==> src/rtl/period_scan_ctrl.sv <==
// period_scan_ctrl: scans the string inputs, routes one wave at a time through a
// synchronizer, averages 2^AVG_LOG2 rising-edge-to-rising-edge intervals (in clk
// cycles) and hands one result per channel to the consumer over valid/ready.
module period_scan_ctrl #(
    parameter int NUM_CH   = 6,
    parameter int CNT_W    = 20,
    parameter int AVG_LOG2 = 2,
    parameter int SETTLE   = 4,
    parameter int TIMEOUT  = 500000
) (
    input  logic              clk,
    input  logic              rst,
    input  logic [NUM_CH-1:0] wave_in,
    input  logic              enable,
    input  logic              auto_scan,
    input  logic [2:0]        ch_sel,
    input  logic              res_ready,
    output logic              res_valid,
    output logic [2:0]        res_ch,
    output logic [CNT_W-1:0]  res_period,
    output logic              res_timeout,
    output logic              busy,
    output logic [2:0]        cur_ch
);

    localparam int ACC_W = CNT_W + AVG_LOG2;
    localparam int SMP_W = AVG_LOG2 + 1;
    localparam int SET_W = (SETTLE > 1) ? $clog2(SETTLE) : 1;

    localparam logic [CNT_W-1:0] CNT_MAX  = '1;
    localparam logic [CNT_W-1:0] TMO_LAST = CNT_W'(TIMEOUT - 1);
    localparam logic [SMP_W-1:0] SMP_LAST = SMP_W'((1 << AVG_LOG2) - 1);
    localparam logic [SET_W-1:0] SET_LAST = SET_W'(SETTLE - 1);
    localparam logic [2:0]       CH_LAST  = 3'(NUM_CH - 1);

    typedef enum logic [2:0] {
        S_IDLE,
        S_SELECT,
        S_ARM,
        S_MEASURE,
        S_PRESENT
    } state_t;

    state_t            r_state;
    logic [SET_W-1:0]  r_settle;
    logic [CNT_W-1:0]  r_per;
    logic [CNT_W-1:0]  r_tmo;
    logic [SMP_W-1:0]  r_smp;
    logic [ACC_W-1:0]  r_acc;
    logic [2:0]        r_cur_ch;
    logic [2:0]        r_next_ch;
    logic              r_s1, r_s2, r_s3;
    logic              r_res_valid;
    logic [2:0]        r_res_ch;
    logic [CNT_W-1:0]  r_res_period;
    logic              r_res_timeout;
    logic              r_busy;

    logic [7:0]        w_wave_pad;
    logic              w_rise;
    logic              w_tmo_hit;
    logic [2:0]        w_load_ch;
    logic [2:0]        w_next_after;
    logic [CNT_W-1:0]  w_per_inc;
    logic [ACC_W-1:0]  w_sum;

    assign w_wave_pad   = 8'(wave_in);
    assign w_rise       = r_s2 & ~r_s3;
    assign w_tmo_hit    = (r_tmo == TMO_LAST);
    assign w_per_inc    = (r_per == CNT_MAX) ? r_per : r_per + 1'b1;
    assign w_sum        = r_acc + ACC_W'(r_per);
    assign w_next_after = (w_load_ch == CH_LAST) ? 3'd0 : w_load_ch + 3'd1;

    // Channel to route on SELECT entry: round-robin pointer or clamped manual pick
    always_comb begin
        w_load_ch = 3'd0;
        if (auto_scan) begin
            w_load_ch = r_next_ch;
        end else if ({1'b0, ch_sel} < 4'(NUM_CH)) begin
            w_load_ch = ch_sel;
        end
    end

    // Two-flop synchronizer on the routed wave plus the edge-history flop
    always_ff @(posedge clk or posedge rst) begin
        if (rst) begin
            r_s1 <= 1'b0;
            r_s2 <= 1'b0;
            r_s3 <= 1'b0;
        end else begin
            r_s1 <= w_wave_pad[r_cur_ch];
            r_s2 <= r_s1;
            r_s3 <= r_s2;
        end
    end

    // Scan sequencer: settle, arm on first edge, accumulate intervals, present result
    always_ff @(posedge clk or posedge rst) begin
        if (rst) begin
            r_state       <= S_IDLE;
            r_settle      <= '0;
            r_per         <= '0;
            r_tmo         <= '0;
            r_smp         <= '0;
            r_acc         <= '0;
            r_cur_ch      <= 3'd0;
            r_next_ch     <= 3'd0;
            r_res_valid   <= 1'b0;
            r_res_ch      <= 3'd0;
            r_res_period  <= '0;
            r_res_timeout <= 1'b0;
            r_busy        <= 1'b0;
        end else begin
            case (r_state)
                S_IDLE: begin
                    if (enable) begin
                        r_state   <= S_SELECT;
                        r_busy    <= 1'b1;
                        r_cur_ch  <= w_load_ch;
                        r_next_ch <= w_next_after;
                        r_settle  <= '0;
                    end
                end
                S_SELECT: begin
                    if (!enable) begin
                        r_state <= S_IDLE;
                        r_busy  <= 1'b0;
                    end else if (r_settle == SET_LAST) begin
                        r_state <= S_ARM;
                        r_tmo   <= '0;
                        r_smp   <= '0;
                        r_acc   <= '0;
                    end else begin
                        r_settle <= r_settle + 1'b1;
                    end
                end
                S_ARM: begin
                    if (!enable) begin
                        r_state <= S_IDLE;
                        r_busy  <= 1'b0;
                    end else if (w_rise) begin
                        // An edge on the timeout cycle still counts as activity
                        r_per   <= CNT_W'(1);
                        r_tmo   <= '0;
                        r_state <= S_MEASURE;
                    end else if (w_tmo_hit) begin
                        r_res_period  <= '0;
                        r_res_timeout <= 1'b1;
                        r_res_ch      <= r_cur_ch;
                        r_res_valid   <= 1'b1;
                        r_state       <= S_PRESENT;
                    end else begin
                        r_tmo <= r_tmo + 1'b1;
                    end
                end
                S_MEASURE: begin
                    if (!enable) begin
                        r_state <= S_IDLE;
                        r_busy  <= 1'b0;
                    end else if (w_rise) begin
                        r_acc <= w_sum;
                        r_smp <= r_smp + 1'b1;
                        r_per <= CNT_W'(1);
                        r_tmo <= '0;
                        if (r_smp == SMP_LAST) begin
                            r_res_period  <= w_sum[ACC_W-1:AVG_LOG2];
                            r_res_timeout <= 1'b0;
                            r_res_ch      <= r_cur_ch;
                            r_res_valid   <= 1'b1;
                            r_state       <= S_PRESENT;
                        end
                    end else begin
                        r_per <= w_per_inc;
                        if (w_tmo_hit) begin
                            r_res_period  <= '0;
                            r_res_timeout <= 1'b1;
                            r_res_ch      <= r_cur_ch;
                            r_res_valid   <= 1'b1;
                            r_state       <= S_PRESENT;
                        end else begin
                            r_tmo <= r_tmo + 1'b1;
                        end
                    end
                end
                S_PRESENT: begin
                    // The pending result is delivered even if enable has dropped
                    if (res_ready) begin
                        r_res_valid <= 1'b0;
                        if (enable) begin
                            r_state   <= S_SELECT;
                            r_cur_ch  <= w_load_ch;
                            r_next_ch <= w_next_after;
                            r_settle  <= '0;
                        end else begin
                            r_state <= S_IDLE;
                            r_busy  <= 1'b0;
                        end
                    end
                end
                default: begin
                    r_state <= S_IDLE;
                    r_busy  <= 1'b0;
                end
            endcase
        end
    end

    assign res_valid   = r_res_valid;
    assign res_ch      = r_res_ch;
    assign res_period  = r_res_period;
    assign res_timeout = r_res_timeout;
    assign busy        = r_busy;
    assign cur_ch      = r_cur_ch;

endmodule

==> config.mk <==
export PLATFORM = sky130hd
export DESIGN_NAME = period_scan_ctrl
export DESIGN_NICKNAME = d
export VERILOG_FILES = /design/src/rtl/period_scan_ctrl.sv
export SDC_FILE = /design/constraint.sdc
export NUM_CORES = 1
export LEC_CHECK = 0
export ABC_AREA = 1
export BUFFER_PORTS_ARGS = -buffer_cell sky130_fd_sc_hd__buf_2
export CAP_MARGIN = 20
export CORE_AREA = 10 10 164 90
export DETAILED_ROUTE_END_ITERATION = 7
export DIE_AREA = 0 0 174 100
export GPL_TIMING_DRIVEN = 0
export PLACE_DENSITY = 0.83
export SLEW_MARGIN = 20
export SYNTH_ARGS = -nofsm -noshare
export SYNTH_HDL_FRONTEND = slang
export SYNTH_SLANG_ARGS = --single-unit
export TNS_END_PERCENT = 20
==> constraint.sdc <==
create_clock -name clk -period 7 [get_ports clk]
set_input_delay 1.4 -clock clk [delete_from_list [all_inputs] [get_ports clk]]
set_output_delay 1.4 -clock clk [all_outputs]
set_load 0.05 [all_outputs]
==> impl_results.md, run 1 <==
- Status: finished, final reports clean
- Gr ovfl total: 0
- Initial antenna violation count: 0
- FMAX: 399.0 MHz
- Crit Path Class: in2reg
- Final ANT Viol Nets: 0
- Final #Nets: 1078
- Iter 0 DRT Violations: 910
- Clock buffer depth: 2
- Synth top area share: 37.82%
- Global-route usage over all layers: roughly 23%
- DIE HEIGHT: 100 um
- Final period utilization: 35.80%
- Layout cells sized above 1: 10.64%
- Synthesized area per cell: 7.054 um^2
- Seq pwr share: a little over a third
- Post-CTS sizing: 0
- Clock Sinks: 105
- DR WL/cell: approximately 17 um
- Distinct cells, synth: 50
- Internal Power: 1.319 mW
- Hold path startpoint: r_s1
- DRC: 0
- Logic gate share of total power: 42.9%
- CP Data Arrival Time: 2790 ps
- Max-slew headroom: 64.52%
- HP Class: reg2reg
- Die area: around 0.017 mm^2
- CP max-delay cell: buf_2
- Final hold viol count: 0
- Die width: 174 um
- Crit path launch type: input pin
- Global-route wire length before repair: 32.17 mm
- Worst hold path depth: 0
- Max-cap viol count: 0
- Initial Util: 57.33%
- Worst-Margin Slew: roughly 530 ps
- CTS tree: done
- Instance area after placement: 0.007398 mm^2
- Setup repair bufs after CTS: 0
- Antenna diode count: 0
- Critical Path Most Common Cell: inv_2
- Design Area, Final: 0.007705 mm^2
- FP Rows: 29
- R2r setup slk: 4560 ps
- Post-synth ARST share: 100.0%
- Vias in the first global route: about 6100
- Clock power frac: 21.3%
- Critical Path RT: 7280 ps
- CP max stage delay: between 200 and 300 ps
- Sw Share: 46.67%
- Drt total wl: 20.05 mm
- Top_reg_cell synth: dfrtp_1
- CTS buffer count: 9
- Mapped cell area: 0.006948 mm^2
- Min Tclk post-route: 2506 ps
- CP max FO: 10
- Static Leak: between 3 and 4 nW
- CP Cell Sequence: buf_4 -> inv_2 -> nor2_1 -> nand3_2 -> nor2_4 -> inv_2 -> nand2_2 -> buf_2 -> nand3_1 -> o21ai_1
- Clock transition at path regs: 80 ps
- # hold bufs at CTS: 0
- GP Congestion: 1.004
- DPL Wire Length: ~15 mm
- Final Max Tran Viols: 0
- CTS root buffer: clkbuf_16
- R2r startpoint: r_per[0]
- Worst clock skew: 23.33 ps
- Worst setup EP type: flop
- Maximum vdd drop: approximately 0.27 mV
- Yosys reg bits: 105
- # H-tree levels: 3
- Largest net degree at the start of global routing: 64
- Hold Path Sink: r_s2
- Setup tns final: 0 ps
- Yosys warns: 0
- Via/cell ratio: 5.680
- Mapped Nets: slightly above 1000
- Reported net switching power: about 1.2 mW
- Cell taking the most area after synthesis: dfrtp_1
- RR Endpoint: res_period[4]
- Setup-failing EPs final: 0
- DR vias: 6890
- R2r worst-path depth: 12
- Clock latency on the worst-skew pair: 370 ps
- Number of flops mapped to enable cells by yosys: 0
- Port Buf Inserts: roughly 40
- Top cells by area, synth: dfrtp_1 (38%), nand2_1 (16%), inv_1 (6.9%), nand3_1 (5.8%), nor2_1 (5.0%)
- Core ar.: between 0.01 and 0.015 mm^2
- Layout area overhead: 10.90%
- RSZ-0062 raised after global routing: no
- # IOs: 43
- Power Density: 321.0 mW/mm^2
- Initial DRT Pass Iterations: 6
- Post-synthesis sequential area ratio: 37.82%
- Cell count after synthesis: 985
==> metal layers <==
layer  wire length [um]  vias to the layer above  global-route usage (%)
met3               3159                       15                   9.367
met4                121                        0                   4.507
met1               9884                     3145                   36.24
met5                  0                        -                       0
met2               6888                      421                   27.32
li1                   -                     3309                       -
==> through the flow <==
stage | setup slack (ps) | utilization (%) | hold slack (ps) | power, mW | instances
after global placement | 1574 | 60.78 | 333.1 | 1.898 | 1196
after floorplan | 2839 | - | 331.2 | 1.643 | 985
after CTS | 4533 | 63.58 | 358.3 | 2.459 | 1213
after detailed placement | 4149 | 61.05 | 338.6 | 1.921 | 1197
final | 4494 | 63.58 | 357.0 | 2.473 | 1213
after global routing | 4362 | 63.58 | 362.8 | 2.613 | 1213
==> worst max-delay path: cells and delay by family <==
| kind | cells | cell delay (ps) |
|---|---|---|
| compound gates | 1 | 100 |
| buf+inv | 4 | 570 |
| simple gates | 5 | 710 |
==> registers in the layout, indices dropped and copies added, names as in the netlist <==
name         cells
r_tmo           20
r_state          3
res_ch           3
r_settle         2
r_next_ch        3
r_smp            3
res_timeout      1
r_per           20
busy             1
r_acc           22
r_s2             1
cur_ch           3
r_s3             1
res_period      20
r_s1             1
res_valid        1
==> power groups by stage <==
stage	registers [mW]	logic [mW]	clock network [mW]
finish	0.886	1.06	0.526
global route	0.902	1.16	0.556
CTS	0.878	1.05	0.533
detailed placement	0.888	1.03	0
global placement	0.884	1.01	0
floorplan	1.07	0.573	0
==> synthesized netlist by cell type, types with 8 or more instances <==
cell type	n
nand4_1	26
inv_1	128
buf_2	8
nand2_1	287
nor2_1	93
ha_1	25
a21oi_1	28
dfrtp_1	105
o22ai_1	8
xor2_1	15
inv_2	14
o21ai_0	28
nand3_1	81
nand3b_1	9
o21ai_1	21
nor3_1	25
==> worst max-delay path by stage <==
stage / endpoint / startpoint / depth (start not counted) / slack (ps)
after floorplan: busy / rst / 1 / 2840
after global placement: r_per[11] / rst / 2 / 1570
after detailed placement: r_tmo[11] / enable / 10 / 4150
after CTS: cur_ch[0] / cur_ch[0] / 1 / 4530
after global routing: r_tmo[11] / enable / 10 / 4360
final: r_tmo[11] / enable / 10 / 4490
==> logic make-up after synthesis <==
| kind of cell | after synthesis | share of synthesized area, % |
|---|---|---|
| fa+ha+maj | 26 | 4.790 |
| compound gates | 125 | 11.09 |
| xor+xnor | 22 | 2.773 |
| simple gates | 544 | 34.14 |
| buf+inv | 163 | 9.382 |
| flops | 105 | 37.82 |
==> cell usage in the layout (no fill, tap or decap), drive strengths merged, types with 3 or more instances in the layout <==
master	netlist	layout
buf	18	60
dfrtp	105	105
clkbuf	3	13
o21bai	6	6
or2	3	3
a21boi	5	5
nor3	26	26
xor2	15	15
nand3	83	83
a21oi	28	28
nand2	293	293
nand4	26	26
nor2	99	99
ha	25	25
xnor2	7	7
a22o	7	7
a2bb2oi	8	8
o22ai	8	8
nand3b	9	9
inv	142	146
o21ai	51	51
==> area by class of cell <==
type,instances,area [um^2]
fill,1114,4414
multi-input combinational,717,3669
sequential,105,2628
inverter,142,538.0
clock buffer,10,239.0
timing repair buffer,42,232.7
tap,170,212.7
buffer,21,118.9
clock inverter,6,67.56
Power figures use the tool's default switching activity.
==> inputs of run 2 (changes only) <==
Settings changed: CORE_AREA 10 10 164 90 to 10 10 169 92, DIE_AREA 0 0 174 100 to 0 0 179 102.
Clock period 7 ns to 2.3 ns, I/O delays scaled along.
==> impl_results.md, run 2 (synthesized netlist as in run 1, its figures left out) <==
- Max-slew headroom: 54.59% (-9.9 points)
- Crit path launch type: flop
- CP Cell Sequence: ha_1 -> inv_1 -> fa_1 -> inv_1 -> nand3_1 -> nand3_2 -> nand2_1 -> nand2_1 -> xnor2_1 -> nor2_1 -> nor2_1 -> a21oi_1
- Max reg flops: 22 (unchanged)
- Largest net degree at the start of global routing: 33 (-48%)
- Drt total wl: 18.82 mm (-6.2%)
- FILL cells: 1134 (+1.8%)
- DIE HEIGHT: 102 um (+2.0%)
- Clock Sinks: 105 (unchanged)
- Global-route wire length before repair: 31.24 mm (-2.9%)
- Status: finished, final reports clean
- # H-tree levels: 3 (unchanged)
- R2r startpoint: r_per[0]
- Logic gate share of total power: 43.3% (+0.4 points)
- DRC: 0 (unchanged)
- Final Instance Count excl. Fillers: 1218 (+0.41%)
- Most common cell after layout, fill and taps aside: nand2_1
- # IOs: 43 (unchanged)
- Final period utilization: 95.68%
- Setup tns final: 0 ps (unchanged)
- DPL Wire Length: 14.62 mm (-5.4%)
- Vias in the first global route: 6342 (+4.6%)
- Worst setup EP type: flop
- Final ANT Viol Nets: 0 (unchanged)
- Iter 0 DRT Violations: 703 (-23%)
- CP max FO: 6 (-4)
- Min Tclk post-route: 2201 ps
- Initial antenna violation count: 0 (unchanged)
- HP Class: in2async
- Instance area after placement: 0.007437 mm^2 (+0.52%)
- Worst-Margin Slew: 679.8 ps (+147.6 ps)
- Most frequent cells in the layout: nand2_1 (287), inv_1 (127), dfrtp_1 (104)
- Initial DRT Pass Iterations: 5 (-1)
- Clock transition at path regs: 80 ps (about the same)
- DR vias: 6740 (-2.2%)
- CTS root buffer: clkbuf_16
- Crit Path Class: reg2reg
- Static Leak: 4.010 nW (+0.69%)
- Top reg by flops: r_acc
- Power Density: 959.9 mW/mm^2 (+200%)
- Dpl cells: 1199 (+0.17%)
- Clock latency on the worst-skew pair: 360 ps (about the same)
- Final Max Tran Viols: 0 (unchanged)
- Worst clock skew: 11.77 ps (-11.56 ps)
- CP max-delay cell: dfrtp_2
- Initial Util: 55.50% (-1.8 points)
- Design Area, Final: 0.007780 mm^2 (+0.97%)
- Clock buffer depth: 2 (unchanged)
- Final #Nets: 1083 (+0.46%)
- Total power: 7.468 mW (+200%)
- R2r worst-path depth: 12 (unchanged)
- CTS tree: done
- Via/cell ratio: 5.534 (-2.6%)
- Critical Path RT: 2540 ps (-4740 ps)
- RR Endpoint: res_period[6]
- Antenna diode count: 0 (unchanged)
- R2r setup slk: 100 ps (-4460 ps)
- Sw Share: 45.50% (-1.2 points)
- Worst hold slack: 199.0 ps (-158.0 ps)
- CTS buffer count: 9 (unchanged)
- GP Congestion: 0.9330 (-7.0%)
- Maximum vdd drop: 0.6177 mV (+130%)
- Die area: 0.01826 mm^2 (+4.9%)
- Global-route usage over all layers: 21.03% (-1.9 points)
- Max-cap viol count: 0 (unchanged)
- Core ar.: 0.01252 mm^2 (+3.3%)
- Seq pwr share: 35.8% (about the same)
- Final hold viol count: 0 (unchanged)
- CP max stage delay: 410 ps (+140 ps)
- Internal Power: 4.070 mW (+210%)
- CP Data Arrival Time: 2440 ps (-350 ps)
- Layout cells sized above 1: 11.45% (+0.81 points)
- Die width: 179 um (+2.9%)
- Setup-failing EPs final: 0 (unchanged)
- FP Rows: 29 (unchanged)
- # hold bufs at CTS: 0 (unchanged)
- Reported net switching power: 3.398 mW (+190%)
- Layout area overhead: 11.98%
- Gr ovfl total: 0 (unchanged)
- FMAX: 454.4 MHz
- DR WL/cell: 15.45 um (-6.6%)
- Port Buf Inserts: 41 (unchanged)
- Clock power frac: 21.0% (-0.3 points)
==> run 2: changes by cell type in the layout (fill, tap and decap cells not counted), sizes merged <==
cell and change:
clkinvlp +2, clkinv +1, buf +5, inv -4
clkbuf +1
==> run 2: worst max-delay path by stage <==
stage / end / start / slack (ps) / cells after the start
final: res_period[6] / r_per[0] / 100 / 12
after global routing: res_period[6] / r_per[0] / -6 / 12
after CTS: res_period[6] / r_per[0] / 40 / 12
after detailed placement: res_period[6] / r_per[0] / -10 / 12
after global placement: r_tmo[15] / rst / -110 / 2
after floorplan: res_period[6] / r_per[0] / 440 / 12
==> run 2: timing repair <==
action | in CTS | in global routing
buffers inserted | 0 | 3
endpoints found under the setup margin | 2 | 21
gates resized for setup | 1 | 5
cloned | 0 | 0
==> run 2: power groups by stage <==
stage / combinational [mW] / clock, mW / sequential (mW)
floorplan: 1.74 / 0 / 3.26
finish: 3.23 / 1.56 / 2.67
global route: 3.56 / 1.65 / 2.73
global placement: 3.05 / 0 / 2.67
CTS: 3.18 / 1.58 / 2.67
detailed placement: 3.15 / 0 / 2.70
==> run 2: critical path, delay by kind of cell, from the launching register on <==
kind	cells	cell delay, ps
adders and majority gates	2	600
xor gates and xnor gates	1	210
AOI/OAI and AO/OA	1	50
buffers and inverters	2	170
and+or+nand+nor	6	650
DFF	1	410
==> run 2: cell type report <==
type	instances	area (um^2)	area share, %
multi-input cells	717	3685	47.36
flip-flops and latches	105	2629	33.79
inverters	142	536.8	6.899
repair buffers	47	295.3	3.795
clock buffers	11	252.7	3.249
well taps	170	212.7	2.734
plain buffers	21	118.9	1.528
clock inverters	5	50.05	0.6433
==> run 2: per-stage QoR <==
stage | util, % | setup slack, ps
5_1_grt | 62.15 | -6.432
6_report | 62.15 | 99.29
3_3_place_gp | 58.87 | -108.9
4_1_cts | 61.84 | 36.06
3_5_place_dp | 59.41 | -9.697
2_1_floorplan | - | 441.1
==> run 2: metal layers <==
| metal | wire length (um) | GRT usage [%] | up-vias |
|---|---|---|---|
| met1 | 8225 | 26.79 | 3136 |
| li1 | - | - | 3313 |
| met4 | 471 | 7.012 | 0 |
| met5 | 0 | 0 | - |
| met3 | 1231 | 4.417 | 46 |
| met2 | 8889 | 35.17 | 245 |
==> inputs of run 3 (changes only) <==
Settings changed: PLACE_DENSITY 0.83 to unset, PLACE_DENSITY_LB_ADDON set to 0.25.
==> impl_results.md, run 3 (synthesized netlist as in run 1, its figures left out) <==
- Clock Sinks: 105 (unchanged)
- CP max-delay cell: dfrtp_2
- Final period utilization: 94.43% (-1.3 points)
- Layout cells sized above 1: 11.74% (+0.29 points)
- Final hold viol count: 0 (unchanged)
- Initial antenna violation count: 0 (unchanged)
- Antenna diode count: 0 (unchanged)
- CP Cell Sequence: ha_1 -> inv_1 -> fa_1 -> inv_1 -> nand3_1 -> nand3_2 -> nand2_1 -> nand2_1 -> nand2_1 -> nand3b_1 -> nand3_1 -> a21boi_1
- CP max FO: 6 (unchanged)
- DR WL/cell: 14.96 um (-3.2%)
- Min Tclk post-route: 2172 ps (-28.82 ps)
- Core ar.: 0.01252 mm^2 (unchanged)
- Power Density: 961.5 mW/mm^2 (+0.17%)
- Worst clock skew: 10.64 ps (-1.137 ps)
- CP Data Arrival Time: 2450 ps (about the same)
- Die area: 0.01826 mm^2 (unchanged)
- Final #Nets: 1083 (unchanged)
- Via/cell ratio: 5.403 (-2.4%)
- Clock latency on the worst-skew pair: 360 ps (about the same)
- R2r worst-path depth: 12 (unchanged)
- HP Class: in2async
- Max-slew headroom: 58.48% (+3.9 points)
- Cell family contributing the most delay on the critical path: simple AND/OR/NAND/NOR gates
- Critical Path RT: 2580 ps (+40 ps)
- Reg area: 0.002630 mm^2 (about the same)
- FMAX: 460.4 MHz (+1.3%)
- Total power: 7.502 mW (+0.46%)
- FP Rows: 29 (unchanged)
- Global-route usage over all layers: 20.08% (-0.96 points)
- Crit path launch type: flop
- DPL Wire Length: 14.01 mm (-4.2%)
- Clock transition at path regs: 80 ps (about the same)
- Buf+Inv Stages, Crit Path: 2 (unchanged)
- Vias in the first global route: 6260 (-1.3%)
- GP Congestion: 0.9631 (+3.2%)
- Setup-failing EPs final: 0 (unchanged)
- Static Leak: 4.021 nW (+0.26%)
- Area of the multi-input gates: 0.003691 mm^2 (+0.17%)
- Initial Util: 55.50% (unchanged)
- CTS buffer count: 9 (unchanged)
- Dpl cells: 1199 (unchanged)
- Largest net degree at the start of global routing: 32 (-3.0%)
- Worst-Margin Slew: 621.5 ps (-58.22 ps)
- # IOs: 43 (unchanged)
- WP depth: 12 (unchanged)
- Max-cap viol count: 0 (unchanged)
- Global-route wire length before repair: 30.13 mm (-3.6%)
- R2r setup slk: 130 ps (+30 ps)
- Final Instance Count excl. Fillers: 1218 (unchanged)
- Pre-CTS WS: 28.75 ps (+38.44 ps)
- Final ANT Viol Nets: 0 (unchanged)
- FILL cells: 1136 (+0.18%)
- Most common cell after layout, fill and taps aside: nand2_1
- Clock buffer depth: 2 (unchanged)
- DR vias: 6581 (-2.4%)
- Drt total wl: 18.22 mm (-3.2%)
- DRC: 0 (unchanged)
- DIE HEIGHT: 102 um (unchanged)
- # H-tree levels: 3 (unchanged)
- Top reg by flops: r_acc
- CTS tree: done
- Most frequent cells in the layout: nand2_1 (286), inv_1 (127), dfrtp_1 (103)
- Initial DRT Pass Iterations: 6 (+1)
- Maximum vdd drop: 0.7787 mV (+26%)
- Worst setup EP type: flop
- Max reg flops: 22 (unchanged)
- Crit Path Class: reg2reg
- Iter 0 DRT Violations: 614 (-13%)
- Final Max Tran Viols: 0 (unchanged)
- Die width: 179 um (unchanged)
- Gr ovfl total: 0 (unchanged)
- CTS root buffer: clkbuf_16
- Setup ws final: 128.1 ps (+28.82 ps)
- Status: finished, final reports clean
- CP max stage delay: 420 ps (about the same)
- Critical Path Most Common Cell: nand2_1
- RSZ-0062 raised after global routing: no
- Port Buf Inserts: 41 (unchanged)
- Layout area overhead: 12.30%
[run 3: final timing paths]
check                            endpoint  startpoint
setup reg to reg           res_period[12]    r_per[0]
hold / removal                   r_tmo[7]         rst
setup / recovery           res_period[12]    r_per[0]
min in group clk                     r_s2        r_s1
max in group asynchronous        r_per[0]         rst
hold reg to reg                      r_s2        r_s1
[run 3: area by class of cell]
type                            instances  share of cell area [%]
Buffer                                 21                   1.523
Clock buffer                            9                   2.886
Clock inverter                          7                   1.187
Inverter                              142                   6.879
Multi-Input combinational cell        717                   47.31
Sequential cell                       105                   33.71
Tap cell                              170                   2.726
Timing Repair Buffer                   47                   3.784
[run 3: power breakdown]
group / internal [mW] / switching (mW) / leakage, nW
sequential: 2.30 / 0.372 / 1.36
clock: 0.876 / 0.772 / 0.156
combinational: 0.951 / 2.23 / 2.50
[run 3: per-layer routing]
layer	up-vias	routed length, um	global-route usage (%)
met4	0	349	6.064
li1	3313	-	-
met3	33	1104	4.012
met5	-	0	0
met2	203	8270	32.54
met1	3032	8495	26.70
[run 3: metrics by stage]
stage                     utilization, %  setup TNS [ps]  hold slack [ps]  instance area (um^2)
final                              62.33               0            179.5                  7802
after global routing               62.33               0            211.4                  7802
after CTS                          61.96               0            193.6                  7756
after detailed placement           59.41               0            341.3                  7437
after global placement             58.87          -14800            332.2                  7370
after floorplan                        -               0            331.2                  6952
[run 3: timing repair]
| action | in CTS | in global routing |
|---|---|---|
| endpoints found under the setup margin | 1 | 19 |
| endpoints found under the hold margin | 0 | 0 |
| hold buffers | 0 | 0 |
| gates resized for setup | 1 | 7 |
| setup buffers | 0 | 3 |
